<file path="src/rtl/adder_byte_sequencer.sv">
// rtl/adder_byte_sequencer.sv - byte-serial multi-byte adder sequencer around an external 8-bit adder (optional feature macro: ADDER_SEQ_OVERFLOW_EN)
module adder_byte_sequencer #(
    parameter int NUM_BYTES = 4
) (
    input  logic       clk,
    input  logic       rst,
    input  logic       in_valid,
    output logic       in_ready,
    input  logic [7:0] in_a,
    input  logic [7:0] in_b,
    input  logic       in_cin,
    output logic [7:0] add_a,
    output logic [7:0] add_b,
    output logic       add_cin,
    input  logic [7:0] add_sum,
    input  logic       add_cout,
    output logic       out_valid,
    input  logic       out_ready,
    output logic [7:0] out_sum,
    output logic       out_cout,
    output logic       out_last
`ifdef ADDER_SEQ_OVERFLOW_EN
    ,
    output logic       out_ovf
`endif
);

    // A 1-byte word still needs a one-bit index register
    localparam int IDX_W = (NUM_BYTES > 1) ? $clog2(NUM_BYTES) : 1;
    localparam logic [IDX_W-1:0] LAST_IDX = IDX_W'(NUM_BYTES - 1);

    typedef enum logic [1:0] {
        ST_ACCEPT = 2'd0,
        ST_ADD    = 2'd1,
        ST_EMIT   = 2'd2
    } state_t;

    state_t           state_q, state_d;
    logic [IDX_W-1:0] byte_idx_q, byte_idx_d;
    logic             carry_q, carry_d;
    logic [7:0]       add_a_q, add_a_d;
    logic [7:0]       add_b_q, add_b_d;
    logic             add_cin_q, add_cin_d;
    logic [7:0]       out_sum_q, out_sum_d;
    logic             out_cout_q, out_cout_d;
    logic             out_last_q, out_last_d;
    logic             is_last;
`ifdef ADDER_SEQ_OVERFLOW_EN
    logic             ovf_q, ovf_d;
`endif

    assign is_last = (byte_idx_q == LAST_IDX);

    // State and datapath registers; reset wins over any handshake in the same cycle
    always_ff @(posedge clk) begin
        if (rst) begin
            state_q    <= ST_ACCEPT;
            byte_idx_q <= '0;
            carry_q    <= 1'b0;
            add_a_q    <= 8'h00;
            add_b_q    <= 8'h00;
            add_cin_q  <= 1'b0;
            out_sum_q  <= 8'h00;
            out_cout_q <= 1'b0;
            out_last_q <= 1'b0;
`ifdef ADDER_SEQ_OVERFLOW_EN
            ovf_q      <= 1'b0;
`endif
        end else begin
            state_q    <= state_d;
            byte_idx_q <= byte_idx_d;
            carry_q    <= carry_d;
            add_a_q    <= add_a_d;
            add_b_q    <= add_b_d;
            add_cin_q  <= add_cin_d;
            out_sum_q  <= out_sum_d;
            out_cout_q <= out_cout_d;
            out_last_q <= out_last_d;
`ifdef ADDER_SEQ_OVERFLOW_EN
            ovf_q      <= ovf_d;
`endif
        end
    end

    // Next-state and register-update logic; everything holds unless its state acts on it
    always_comb begin
        state_d    = state_q;
        byte_idx_d = byte_idx_q;
        carry_d    = carry_q;
        add_a_d    = add_a_q;
        add_b_d    = add_b_q;
        add_cin_d  = add_cin_q;
        out_sum_d  = out_sum_q;
        out_cout_d = out_cout_q;
        out_last_d = out_last_q;
`ifdef ADDER_SEQ_OVERFLOW_EN
        ovf_d      = ovf_q;
`endif
        case (state_q)
            ST_ACCEPT: begin
                if (in_valid) begin
                    add_a_d   = in_a;
                    add_b_d   = in_b;
                    // Byte 0 starts a new word, so the stored carry must not leak in
                    add_cin_d = (byte_idx_q == '0) ? in_cin : carry_q;
                    state_d   = ST_ADD;
                end
            end
            ST_ADD: begin
                // Operands were registered last cycle, so the adder output has settled
                out_sum_d  = add_sum;
                out_cout_d = add_cout;
                carry_d    = add_cout;
                out_last_d = is_last;
`ifdef ADDER_SEQ_OVERFLOW_EN
                ovf_d      = is_last && (add_a_q[7] == add_b_q[7]) && (add_sum[7] != add_a_q[7]);
`endif
                state_d    = ST_EMIT;
            end
            ST_EMIT: begin
                if (out_ready) begin
                    byte_idx_d = is_last ? '0 : byte_idx_q + IDX_W'(1);
                    state_d    = ST_ACCEPT;
                end
            end
            default: state_d = ST_ACCEPT;
        endcase
    end

    assign in_ready  = (state_q == ST_ACCEPT);
    assign out_valid = (state_q == ST_EMIT);
    assign add_a     = add_a_q;
    assign add_b     = add_b_q;
    assign add_cin   = add_cin_q;
    assign out_sum   = out_sum_q;
    assign out_cout  = out_cout_q;
    assign out_last  = out_last_q;
`ifdef ADDER_SEQ_OVERFLOW_EN
    assign out_ovf   = ovf_q;
`endif

endmodule

</file>
<file path="config.mk">
export PLATFORM = sky130hd
export DESIGN_NAME = adder_byte_sequencer
export DESIGN_NICKNAME = d
export VERILOG_FILES = /design/src/rtl/adder_byte_sequencer.sv
export SDC_FILE = /design/constraint.sdc
export NUM_CORES = 1
export LEC_CHECK = 0
export CORE_ASPECT_RATIO = 1.2
export CORE_MARGIN = 2
export CORE_UTILIZATION = 25
export DETAILED_ROUTE_END_ITERATION = 12
export HOLD_SLACK_MARGIN = 0.05
export PLACE_DENSITY = 0.61
export SLEW_MARGIN = 15
export SYNTH_ARGS = -nofsm -noshare
export SYNTH_HDL_FRONTEND = slang
export SYNTH_SLANG_ARGS = --single-unit
</file>
<file path="constraint.sdc">
create_clock -name clk -period 3.7 [get_ports clk]
set_clock_uncertainty 0.15 [all_clocks]
set_input_delay 0.37 -clock clk [delete_from_list [all_inputs] [get_ports clk]]
set_output_delay 0.37 -clock clk [all_outputs]
set_load 0.1 [all_outputs]
</file>
==> flow_metrics.py <==
metrics = {
    "outcome": {
        "status": "finished, final reports clean",
    },
    "critical_path": {
        "cp_max_fo": 6,
        "cp.arrival_ns": 2.03,
        "cp_data_required_time_ns": 3.18,
        "critPathMaxStageDelay_ns": 1.15,
        "cp-start-kind": "register",
        "critical_path_class": "reg2out",
        "cpMaxStageDelayCell": "clkdlybuf4s50_1",
        "critical-path-top-delay-family": "buffers and inverters",
        "worstPathCellList": "nor2b_1, clkdlybuf4s50_1",
        "worst-path-buf-inv": 1,
        "end_kind": "output port",
    },
    "clock_network": {
        "cts-root-buf": "clkbuf_8",
        "clkLatencyLatePin_ns": 0.27,
        "ctsResizeCount": 0,
        "cts_hold_buf": 0,
        "clk_pin_slew_ns": 0.06,
        "cts_buffers": 5,
        "cts_max_level": 2,
        "clockBufferDepth": 2,
        "cts_sinks": 31,
        "cts_tree": "done",
        "postCtsSetupBuffers": 0,
    },
    "power_and_ir_drop": {
        "switchingPower_uw": 304,
        "p_clk_share_pct": 30.9,
        "intPower_uw": 603,
        "combinationalPowerShare_pct": 28.9,
        "peakVddDrop_mv": 0.185,
        "switching_share_pct": 33.5,
        "leakagePower_uw": 0.000729,
        "p_seq_share_pct": 40.2,
        "power_density_mw_per_mm2": 483,
    },
    "placed_design": {
        "portBuffers": 58,
        "hpwl_um": 1750,
        "gp_congestion": 0.644,
    },
    "layout": {
        "syn_to_final_growth_pct": 60.6,
        "multiInputGateArea_sq_um": 495,
        "antenna_cells": 0,
        "seqCellArea_sq_um": 621,
        "drive_above_1_share_pct": 6.63,
        "fin_nets": 212,
        "nFillCells": 469,
    },
    "detailed_routing": {
        "drtPass1Iterations": 4,
        "wl_um": 2460,
        "drc": 0,
        "viasPerCell": 4.05,
        "drt_iter0_drc": 45,
        "vias": 969,
        "wl_per_cell_um": 10.3,
        "final_antenna_net_count": 0,
    },
    "sta": {
        "finalSetupViolations": 0,
        "slew_headroom_pct": 34.5,
        "rsz0062_at_grt": "false",
        "fmax_mhz": 392,
        "hold_viol_final": 0,
        "worst_pin_slew_ns": 0.980,
        "finalSetupTns_ns": 0,
        "hold_slack_ns": 0.304,
        "finalCriticalPeriod_ns": 2.55,
        "slew_violations": 0,
        "fin_crit_sh_pct": 69.0,
    },
    "die": {
        "core_area_sq_mm": 0.00456,
        "die_h_um": 78.9,
        "initial_core_util_pct": 25.7,
        "num_rows": 27,
        "die-area_sq_mm": 0.00524,
        "ios": 59,
        "die_x_um": 66.4,
    },
    "global_route": {
        "grt_remaining_overflow": 0,
        "antenna_found_initial": 0,
        "grt_pass1_wl_um": 3910,
        "grt_pass1_vias": 870,
        "grt_max_degree": 32,
        "track_usage_pct": 9.73,
    },
    "synthesis": {
        "async_flop_share_pct": 0,
        "synthTopCellsByCount": "dfxtp_1 (31), nand2_1 (21), mux2i_1 (18), nor2_1 (18), a21oi_1 (12)",
        "synth_cell_types": 19,
        "synth_cells": 121,
        "synth_top_area_share_pct": 53.0,
        "ys_top_cells_by_area": "dfxtp_1 (53%), mux2i_1 (15%), nand2_1 (6.7%)",
        "synthFlopType": "dfxtp_1",
        "synth_area_per_cell_sq_um": 9.67,
        "synth_edf_count": 0,
        "yosysSeqAreaShare_pct": 53.0,
        "ys_ff_latch": 31,
        "yosysMostFrequentCell": "dfxtp_1",
        "synth_warnings": 0,
        "synth_largest_area_cell": "dfxtp_1",
        "syn_area_sq_mm": 0.00117,
        "synthesis.nets": 153,
    },
    "flow_run": {
        "max_cap_viol_count": 0,
    },
    "min_path": {
        "hold_class": "reg2reg",
    },
}
-- registers in the layout, summed over array words and instances (netlist names) --
signal / flops
byte_idx_q: 2
out_cout: 1
out_sum: 8
add_cin: 1
state_q: 2
out_last: 1
add_a: 8
add_b: 8
-- final cells by class --
cell class / count / share of cell area, %
sequential: 31 / 33.0
clock buffer: 8 / 5.33
multi-input combinational: 81 / 26.4
timing repair buffer: 59 / 31.0
tap: 58 / 3.86
inverter: 2 / 0.399
-- layout by cell type, fill, tap and decap left out --
cell type        count
a211oi_2             1
a21oi_1             12
and2b_1              1
buf_2                1
buf_4                1
clkbuf_1             1
clkbuf_8             7
clkdlybuf4s50_1     57
dfxtp_1             31
ha_1                 2
inv_1                2
mux2i_1             18
nand2_1             21
nand2b_1             2
nand3b_1             1
nor2_1              18
nor2_2               1
nor2b_1              2
nor3b_4              1
or3_1                1
-- power by group through the flow --
stage               logic, uW  registers, uW  clock network (uW)
finish                    262            365                 280
global route              273            367                 306
CTS                       265            365                 295
detailed placement        265            372                   0
global placement          265            372                   0
floorplan                65.8            498                   0
-- worst reg2reg max path, stage by stage, from the launching register on --
cell and delay, ns:
dfxtp_1 0.36, nor3b_4 0.20, buf_4 0.33, mux2i_1 0.24
nor2_1 0.05
-- through the flow --
stage,instances,setup slack [ns],instance area (sq um),utilization [%],power [uW]
finish,239,1.15,1880,41.2,907
global route,239,1.09,1880,41.2,947
global placement,231,1.44,1780,39.1,637
floorplan,121,1.40,1170,-,564
CTS,239,1.13,1880,41.3,926
detailed placement,231,1.43,1780,39.1,637
-- kinds of logic (layout without fill, tap and decap cells) --
kind of cell	after synthesis	count (layout)	share of synthesized area (%)
buf+inv	9	69	5.13
flops	31	31	53.0
compound gates	13	13	6.20
mux	18	18	15.4
simple gates	48	48	18.1
fa+ha+maj	2	2	2.14
-- per-layer routing --
metal | part of all wire (%) | wire (um) | global-route usage (%) | up-vias
met3 | 5.1 | 126 | 3.82 | 2
met4 | 0.77 | 19 | 3.67 | 0
li1 | - | - | - | 510
met2 | 51 | 1250 | 16.4 | 29
met5 | 0 | 0 | 0 | -
met1 | 43 | 1070 | 10.9 | 428
-- final timing paths --
kind | from | end | slack, ns | cells after the start
hold reg to reg | out_last | out_last | 0.30 | 2
setup / recovery | state_q[1] | out_valid | 1.15 | 2
setup reg to reg | state_q[1] | add_a[6] | 2.24 | 4
hold / removal | out_last | out_last | 0.30 | 2
(Power assumes the default switching activity.)
